<file path="config.mk">
export PLATFORM = sky130hd
export DESIGN_NAME = bus_control_stream
export DESIGN_NICKNAME = d
export VERILOG_FILES = /design/src/rtl/bus_control_stream.sv
export SDC_FILE = /design/constraint.sdc
export NUM_CORES = 1
export LEC_CHECK = 0
export CORE_AREA = 2 2 71 141
export CTS_CLUSTER_SIZE = 12
export DETAILED_ROUTE_END_ITERATION = 12
export DIE_AREA = 0 0 73 143
export HOLD_SLACK_MARGIN = 0.02
export PLACE_DENSITY_LB_ADDON = 0.2
export RECOVER_POWER = 25
export REMOVE_ABC_BUFFERS = 1
export SETUP_SLACK_MARGIN = 0.1
export SLEW_MARGIN = 0
export SYNTH_ARGS = -nofsm -noshare
export SYNTH_HDL_FRONTEND = slang
export SYNTH_SLANG_ARGS = --single-unit
export TNS_END_PERCENT = 10
</file>
<file path="constraint.sdc">
create_clock -name clk -period 2.95 [get_ports clk]
set_clock_uncertainty 0.05 [all_clocks]
set_input_delay 0.59 -clock clk [delete_from_list [all_inputs] [get_ports clk]]
set_output_delay 0.59 -clock clk [all_outputs]
set_load 0.02 [all_outputs]
</file>
<file path="src/rtl/bus_control_stream.sv">
// bus_control_stream
//   Buffers full bus words in a small FIFO and serialises each one into
//   WORD_SIZE-bit words, one per accepted clock. Emission order is LSB-first
//   or MSB-first. Zero words can optionally be suppressed. Both mode inputs
//   are captured when a bus word is loaded.
//
// Ports
//   clk, reset             rising-edge clock, synchronous active-low reset
//   data_in/in_valid       bus word input, valid/ready handshake
//   in_ready               registered !full
//   lsb_first, skip_zero   mode inputs, latched per bus word at load
//   word_out/word_idx      current serialised word and its slot in the bus word
//   word_valid/word_last   output handshake valid, final word of this bus word
//   out_ready              consumer accepts the presented word
//   zero_drop              one-cycle pulse after an all-zero bus word is discarded
//   busy                   FIFO non-empty or a word is being presented
//   words_sent             16-bit wrapping count of accepted output words
//
// Serializer states
//   state  | meaning
//   S_IDLE | nothing presented; pops the FIFO head as soon as one exists
//   S_SEND | word_valid=1; advances on out_ready, reloads from FIFO on last word
//   (LOAD is not a state: it is the edge on which the head is popped)
//
// WORD_NUM must be at least 2 so that word_idx has a non-zero width.

module bus_control_stream #(
  parameter int BUS_SIZE   = 16,
  parameter int WORD_SIZE  = 4,
  parameter int WORD_NUM   = BUS_SIZE / WORD_SIZE,
  parameter int FIFO_DEPTH = 4,
  parameter int IDX_W      = $clog2(WORD_NUM)
) (
  input  logic                 clk,
  input  logic                 reset,
  input  logic [BUS_SIZE-1:0]  data_in,
  input  logic                 in_valid,
  output logic                 in_ready,
  input  logic                 lsb_first,
  input  logic                 skip_zero,
  output logic [WORD_SIZE-1:0] word_out,
  output logic [IDX_W-1:0]     word_idx,
  output logic                 word_valid,
  output logic                 word_last,
  input  logic                 out_ready,
  output logic                 zero_drop,
  output logic                 busy,
  output logic [15:0]          words_sent
);

  localparam int PTR_W = $clog2(FIFO_DEPTH);
  localparam int CNT_W = PTR_W + 1;

  typedef enum logic {
    S_IDLE = 1'b0,
    S_SEND = 1'b1
  } state_t;

  // ---------------------------------------------------------------- FIFO
  logic [BUS_SIZE-1:0] r_mem [FIFO_DEPTH];
  logic [PTR_W-1:0]    r_wr_ptr;
  logic [PTR_W-1:0]    r_rd_ptr;
  logic [CNT_W-1:0]    r_count;
  logic                r_in_ready;

  logic                w_push;
  logic                w_pop;
  logic                w_fifo_empty;
  logic [CNT_W-1:0]    w_count_nxt;
  logic [BUS_SIZE-1:0] w_head;

  assign w_push       = in_valid & r_in_ready;
  assign w_fifo_empty = (r_count == '0);
  assign w_head       = r_mem[r_rd_ptr];
  assign w_count_nxt  = r_count + CNT_W'(w_push) - CNT_W'(w_pop);

  // Storage needs no reset: occupancy and pointers define what is valid.
  always_ff @(posedge clk) begin
    if (w_push) begin
      r_mem[r_wr_ptr] <= data_in;
    end
  end

  always_ff @(posedge clk) begin
    if (!reset) begin
      r_wr_ptr   <= '0;
      r_rd_ptr   <= '0;
      r_count    <= '0;
      r_in_ready <= 1'b1;
    end else begin
      if (w_push) r_wr_ptr <= r_wr_ptr + 1'b1;
      if (w_pop)  r_rd_ptr <= r_rd_ptr + 1'b1;
      r_count    <= w_count_nxt;
      // in_ready follows next occupancy, so a pop never lets a full FIFO
      // accept on the same edge.
      r_in_ready <= (w_count_nxt != CNT_W'(FIFO_DEPTH));
    end
  end

  assign in_ready = r_in_ready;

  // ---------------------------------------------------------- serializer
  state_t              r_state, w_state_nxt;
  logic [BUS_SIZE-1:0] r_shift, w_shift_nxt;
  logic [WORD_NUM-1:0] r_mask, w_mask_nxt;
  logic                r_lsb, w_lsb_nxt;
  logic [IDX_W-1:0]    r_idx, w_idx_nxt;
  logic                r_zero_drop, w_zero_drop_nxt;
  logic [15:0]         r_words_sent;

  logic [WORD_NUM-1:0] w_head_mask;
  logic                w_head_any;
  logic [IDX_W-1:0]    w_first_idx;
  logic                w_has_next;
  logic [IDX_W-1:0]    w_next_idx;
  logic                w_valid;

  // Slots of the head word that will be presented; skipping is resolved
  // at load time so the send path only ever walks a mask.
  always_comb begin
    w_head_mask = '0;
    for (int i = 0; i < WORD_NUM; i++) begin
      w_head_mask[i] = !skip_zero || (w_head[i*WORD_SIZE +: WORD_SIZE] != '0);
    end
  end

  assign w_head_any = |w_head_mask;

  // First presented slot in emission order (last match in the loop wins).
  always_comb begin
    w_first_idx = '0;
    if (lsb_first) begin
      for (int j = WORD_NUM - 1; j >= 0; j--) begin
        if (w_head_mask[j]) w_first_idx = IDX_W'(j);
      end
    end else begin
      for (int j = 0; j < WORD_NUM; j++) begin
        if (w_head_mask[j]) w_first_idx = IDX_W'(j);
      end
    end
  end

  // Next presented slot after r_idx in the latched direction.
  always_comb begin
    w_has_next = 1'b0;
    w_next_idx = r_idx;
    if (r_lsb) begin
      for (int j = WORD_NUM - 1; j >= 0; j--) begin
        if (r_mask[j] && (j > int'(r_idx))) begin
          w_has_next = 1'b1;
          w_next_idx = IDX_W'(j);
        end
      end
    end else begin
      for (int j = 0; j < WORD_NUM; j++) begin
        if (r_mask[j] && (j < int'(r_idx))) begin
          w_has_next = 1'b1;
          w_next_idx = IDX_W'(j);
        end
      end
    end
  end

  assign w_valid = (r_state == S_SEND);
  assign w_pop   = !w_fifo_empty &&
                   ((r_state == S_IDLE) ||
                    ((r_state == S_SEND) && out_ready && !w_has_next));

  always_comb begin
    w_state_nxt     = r_state;
    w_shift_nxt     = r_shift;
    w_mask_nxt      = r_mask;
    w_lsb_nxt       = r_lsb;
    w_idx_nxt       = r_idx;
    w_zero_drop_nxt = 1'b0;
    if (w_pop) begin
      w_shift_nxt = w_head;
      w_mask_nxt  = w_head_mask;
      w_lsb_nxt   = lsb_first;
      w_idx_nxt   = w_first_idx;
      if (w_head_any) begin
        w_state_nxt = S_SEND;
      end else begin
        // All slots suppressed: discard the bus word without presenting it.
        w_state_nxt     = S_IDLE;
        w_zero_drop_nxt = 1'b1;
      end
    end else if (w_valid && out_ready) begin
      if (w_has_next) begin
        w_idx_nxt = w_next_idx;
      end else begin
        w_state_nxt = S_IDLE;
      end
    end
  end

  always_ff @(posedge clk) begin
    if (!reset) begin
      r_state      <= S_IDLE;
      r_shift      <= '0;
      r_mask       <= '0;
      r_lsb        <= 1'b1;
      r_idx        <= '0;
      r_zero_drop  <= 1'b0;
      r_words_sent <= '0;
    end else begin
      r_state     <= w_state_nxt;
      r_shift     <= w_shift_nxt;
      r_mask      <= w_mask_nxt;
      r_lsb       <= w_lsb_nxt;
      r_idx       <= w_idx_nxt;
      r_zero_drop <= w_zero_drop_nxt;
      if (w_valid && out_ready) r_words_sent <= r_words_sent + 16'd1;
    end
  end

  assign word_valid = w_valid;
  assign word_out   = w_valid ? r_shift[int'(r_idx)*WORD_SIZE +: WORD_SIZE] : '0;
  assign word_idx   = w_valid ? r_idx : '0;
  assign word_last  = w_valid && !w_has_next;
  assign zero_drop  = r_zero_drop;
  assign busy       = !w_fifo_empty || w_valid;
  assign words_sent = r_words_sent;

endmodule

</file>
==> results_tabular.tex <==
\begin{tabular}{lr}
\hline
Metric & Value \\
\hline
\multicolumn{2}{l}{\textbf{Logic synthesis}} \\
\quad FFs w/ async S/R, synth & 0\% \\
\quad Number of instances in the synthesized netlist & roughly 370 \\
\quad Most frequently used cell type in the post-synthesis netlist & sky130\_fd\_sc\_hd\_\_edfxtp\_1 \\
\quad Mean cell area of the mapped netlist & 12.8 µm² \\
\quad Number of enable-type register cells in the synthesized netlist & 64 \\
\quad Count of unique library cells instantiated by Yosys & 47 \\
\quad Area of the mapped netlist & between 4000 and 5000 µm² \\
\quad Leading cell types by total area after synthesis & sky130\_fd\_sc\_hd\_\_edfxtp\_1 (41\%), sky130\_fd\_sc\_hd\_\_dfxtp\_1 (22\%), sky130\_fd\_sc\_hd\_\_mux4\_2 (9.1\%), sky130\_fd\_sc\_hd\_\_nand2\_1 (3.8\%), sky130\_fd\_sc\_hd\_\_a21oi\_1 (2.8\%) \\
\quad Main synth FF type & sky130\_fd\_sc\_hd\_\_edfxtp\_1 \\
\quad Cell accounting for the most synthesized area & sky130\_fd\_sc\_hd\_\_edfxtp\_1 \\
\quad Share of the synthesized area in the top cell type & roughly 41\% \\
\quad Post-synthesis register bit count & 115 \\
\quad Synth top cells by count & sky130\_fd\_sc\_hd\_\_edfxtp\_1 (64), sky130\_fd\_sc\_hd\_\_dfxtp\_1 (51), sky130\_fd\_sc\_hd\_\_nand2\_1 (47), sky130\_fd\_sc\_hd\_\_nor2\_1 (27), sky130\_fd\_sc\_hd\_\_a21oi\_1 (26) \\
\quad Number of warnings reported in the yosys synthesis log & 0 \\
\quad Sequential cell area fraction in the yosys report & 62.8\% \\
\multicolumn{2}{l}{\textbf{Clock network}} \\
\quad Clock net sink count & roughly 120 \\
\quad TritonCTS clock tree & done \\
\quad Max Buffers Root-to-Sink & 2 \\
\quad Clock latency reported for the late side of the worst-skew pair & between 0.4 and 0.5 ns \\
\quad Root Driver & sky130\_fd\_sc\_hd\_\_clkbuf\_16 \\
\quad H-tree lvl count & 4 \\
\quad Clock slew seen by the registers of the worst setup and hold paths & 0.05 ns \\
\quad TritonCTS buffer count & 17 \\
\multicolumn{2}{l}{\textbf{Global route}} \\
\quad Combined global-route utilization of all metal layers & between 10\% and 20\% \\
\quad Aggregate global routing overflow & 0 \\
\quad Number of global-route vias before repair & between 3,000 and 4,000 \\
\quad Antenna violations before repair & 0 \\
\quad Pin count of the biggest net entering global routing & between 40 and 50 \\
\quad Global-route wire length before repair & $\sim$15,000 µm \\
\multicolumn{2}{l}{\textbf{Placed design}} \\
\quad Last weighted congestion value of the routability-driven placer & about 0.8 \\
\quad HPWL reported at the end of detailed placement & around 6400 µm \\
\quad Area after detailed placement & between 5000 and 6000 µm² \\
\quad Placed cell count & slightly above 500 \\
\quad DP Worst Slack & $\sim$0.057 ns \\
\quad Port Buf Inserts & 48 \\
\multicolumn{2}{l}{\textbf{Floorplan}} \\
\quad Initial core utilization & between 50 and 60\% \\
\quad Die height & approximately 140 µm \\
\quad Placement Rows & 50 \\
\quad Die Footprint & roughly 10,000 µm² \\
\quad Core ar. & between 9000 and 10,000 µm² \\
\quad Die width & 73 µm \\
\quad Count of pins on the block boundary & approximately 50 \\
\multicolumn{2}{l}{\textbf{Drt}} \\
\quad Average via count per standard cell & roughly 5.5 \\
\quad Wire length after detailed routing & a little over 9000 µm \\
\quad First drt pass iteration count & 4 \\
\quad DRC violation count after routing & 0 \\
\quad Average wire per cell in the routed design & roughly 17 µm \\
\quad Post-DRT Antenna Nets & 0 \\
\quad Via count & 2,993 \\
\quad Iter 0 DRT Violations & around 180 \\
\multicolumn{2}{l}{\textbf{STA}} \\
\quad Maximum achievable frequency & roughly 0.37 GHz \\
\quad Post-route clock period utilization & about nine tenths \\
\quad Number of hold violations in the final report & 0 \\
\quad Post-Route Setup TNS & 0 ns \\
\quad Worst slew pin tran & 0.471 ns \\
\quad Setup repair after global routing missed its margin & yes \\
\quad Number of failing setup endpoints in the final timing report & 0 \\
\quad Final Slew Violations & 0 \\
\quad Worst-case setup margin in the final layout & roughly 0.24 ns \\
\quad Time the worst path needs with I/O delays and setup & between 2 and 3 ns \\
\quad Slew HR & between 60\% and 70\% \\
\multicolumn{2}{l}{\textbf{Cells and area}} \\
\quad Layout net count & 462 \\
\quad Number of antenna repair diodes & 0 \\
\quad Flip-flop and latch area & approximately 2900 µm² \\
\quad \# fillers & just over 700 \\
\quad Post-Layout Inst Area & about 6000 µm² \\
\quad Area growth syn-to-layout & 28.1\% \\
\quad Footprint of the multi-input gates & 1640 µm² \\
\quad Share of cells above drive strength 1 & 16.2\% \\
\quad Non-filler instance count after layout & between 500 and 600 \\
\multicolumn{2}{l}{\textbf{Run}} \\
\quad Maximum Capacitance Violations & 0 \\
\multicolumn{2}{l}{\textbf{Setup path}} \\
\quad Critical Path Slowest Stage Cell & sky130\_fd\_sc\_hd\_\_clkdlybuf4s50\_1 \\
\quad Maximum single-stage delay on the critical path & 0.60 ns \\
\quad Type of the setup path with the least slack & flop to primary output \\
\quad CP Cell Sequence & a21boi\_0, o2bb2ai\_2, and2\_1, clkdlybuf4s50\_1 \\
\quad Sort of element at the start of the critical path & flop \\
\quad Type of element capturing the critical path & primary output \\
\quad Critical register-to-register path startpoint & r\_idx[0] \\
\quad Required time of the critical path & around 2.3 ns \\
\quad Largest fanout of any net on the critical path & 7 \\
\quad Beginning of the critical path & r\_lsb \\
\quad Endpoint arrival time on the critical path & 2.07 ns \\
\multicolumn{2}{l}{\textbf{Worst hold path}} \\
\quad HP Class & flop to flop \\
\quad Start point of the worst min-delay path & r\_shift[2] \\
\multicolumn{2}{l}{\textbf{Pwr}} \\
\quad VDD IR max & between 0.0006 and 0.0007 V \\
\quad Static leakage & 2.23 nW \\
\quad Pwr/cell area & 983 nW/µm² \\
\multicolumn{2}{l}{\textbf{Status}} \\
\quad Outcome & finished clean \\
\hline
\end{tabular}
[placed cells by master, fill, tap and decap left out, drive strengths merged, types with 3 or more instances in the layout]
cell           netlist  final
a21oi               26     26
and2                12     12
and3                 8      8
buf                  6     13
bufinv               0      5
clkbuf               9     18
clkdlybuf4s50        0     31
clkinv               1      6
dfxtp               51     51
dlygate4sd3          0     13
dlymetal6s2s         0      4
edfxtp              64     64
ha                   7      7
inv                 13     15
mux4                19     19
nand2               47     47
nand3               11     11
nor2                28     28
nor2b                3      3
nor3                 5      5
o21ai                7      7
or3                  3      3
or4                  3      3
xnor2                9      9
xor2                 9      9
[layout make-up]
class / instances / share of cell area [%]
multi-input combinational: 223 / 27.3
inverter: 14 / 0.875
sequential: 115 / 49.0
tap: 104 / 2.17
timing repair buffer: 61 / 10.0
clock inverter: 14 / 3.48
clock buffer: 18 / 7.14
[through the flow]
step | utilization (%) | hold WS (ns) | power [mW]
after floorplan | - | 0.379 | 3.16
after global placement | 57.4 | 0.393 | 3.71
after detailed placement | 57.4 | 0.399 | 3.74
after CTS | 64.3 | 0.406 | 5.95
after global routing | 64.5 | 0.425 | 6.23
final | 64.5 | 0.406 | 5.91
[per-layer routing]
layer  vias to the layer above  share of wire (%)  GRT usage, %
met5                         -                  0             0
met1                      1436                 38          19.6
li1                       1462                  -             -
met4                         0                2.8          9.75
met2                        73                 56          35.4
met3                        22                3.3          6.49
[state kept, by name (all words and copies together) (netlist names), 2 cells and up, named ones only]
| signal | count |
|---|---|
| r_mem | 64 |
| r_rd_ptr | 2 |
| r_mask | 4 |
| r_shift | 16 |
| r_wr_ptr | 2 |
| words_sent | 16 |
| r_count | 3 |
| r_idx | 2 |
[worst paths after layout]
| path | end | depth (start not counted) | slack (ns) |
|---|---|---|---|
| setup / recovery | word_last | 4 | 0.24 |
| hold / removal | r_shift[2] | 2 | 0.41 |
| setup reg to reg | in_ready | 13 | 0.27 |
| hold reg to reg | r_shift[2] | 2 | 0.41 |
[critical path, delay by kind of cell (launching register included)]
family	cells	cell delay, ns
buffers and inverters	1	0.60
AND/OR/NAND/NOR	1	0.16
flip-flops	1	0.46
AO/OA/AOI/OAI	2	0.45
[timing repair]
action                     in CTS  in global routing
setup endpoints to repair       4                  7
hold buffers                    0                  0
pin swaps                       0                  1
resized for setup               1                  7
setup buffers                   0                  0
[cell families (layout without fill, tap and decap cells)]
family / after synthesis / count (layout) / synth area share, %
compound gates: 47 / 47 / 5.92
xor+xnor: 18 / 18 / 3.36
fa+ha+maj: 8 / 8 / 2.29
buf+inv: 29 / 107 / 2.53
flops: 115 / 115 / 62.8
mux: 22 / 22 / 9.79
simple gates: 128 / 128 / 13.3
[power breakdown]
| part | switching (mW) | internal (mW) |
|---|---|---|
| Sequential | 0.179 | 1.96 |
| Clock | 0.701 | 1.49 |
| Combinational | 0.852 | 0.717 |
| Total | 1.73 | 4.17 |
(Power assumes the default switching activity.)
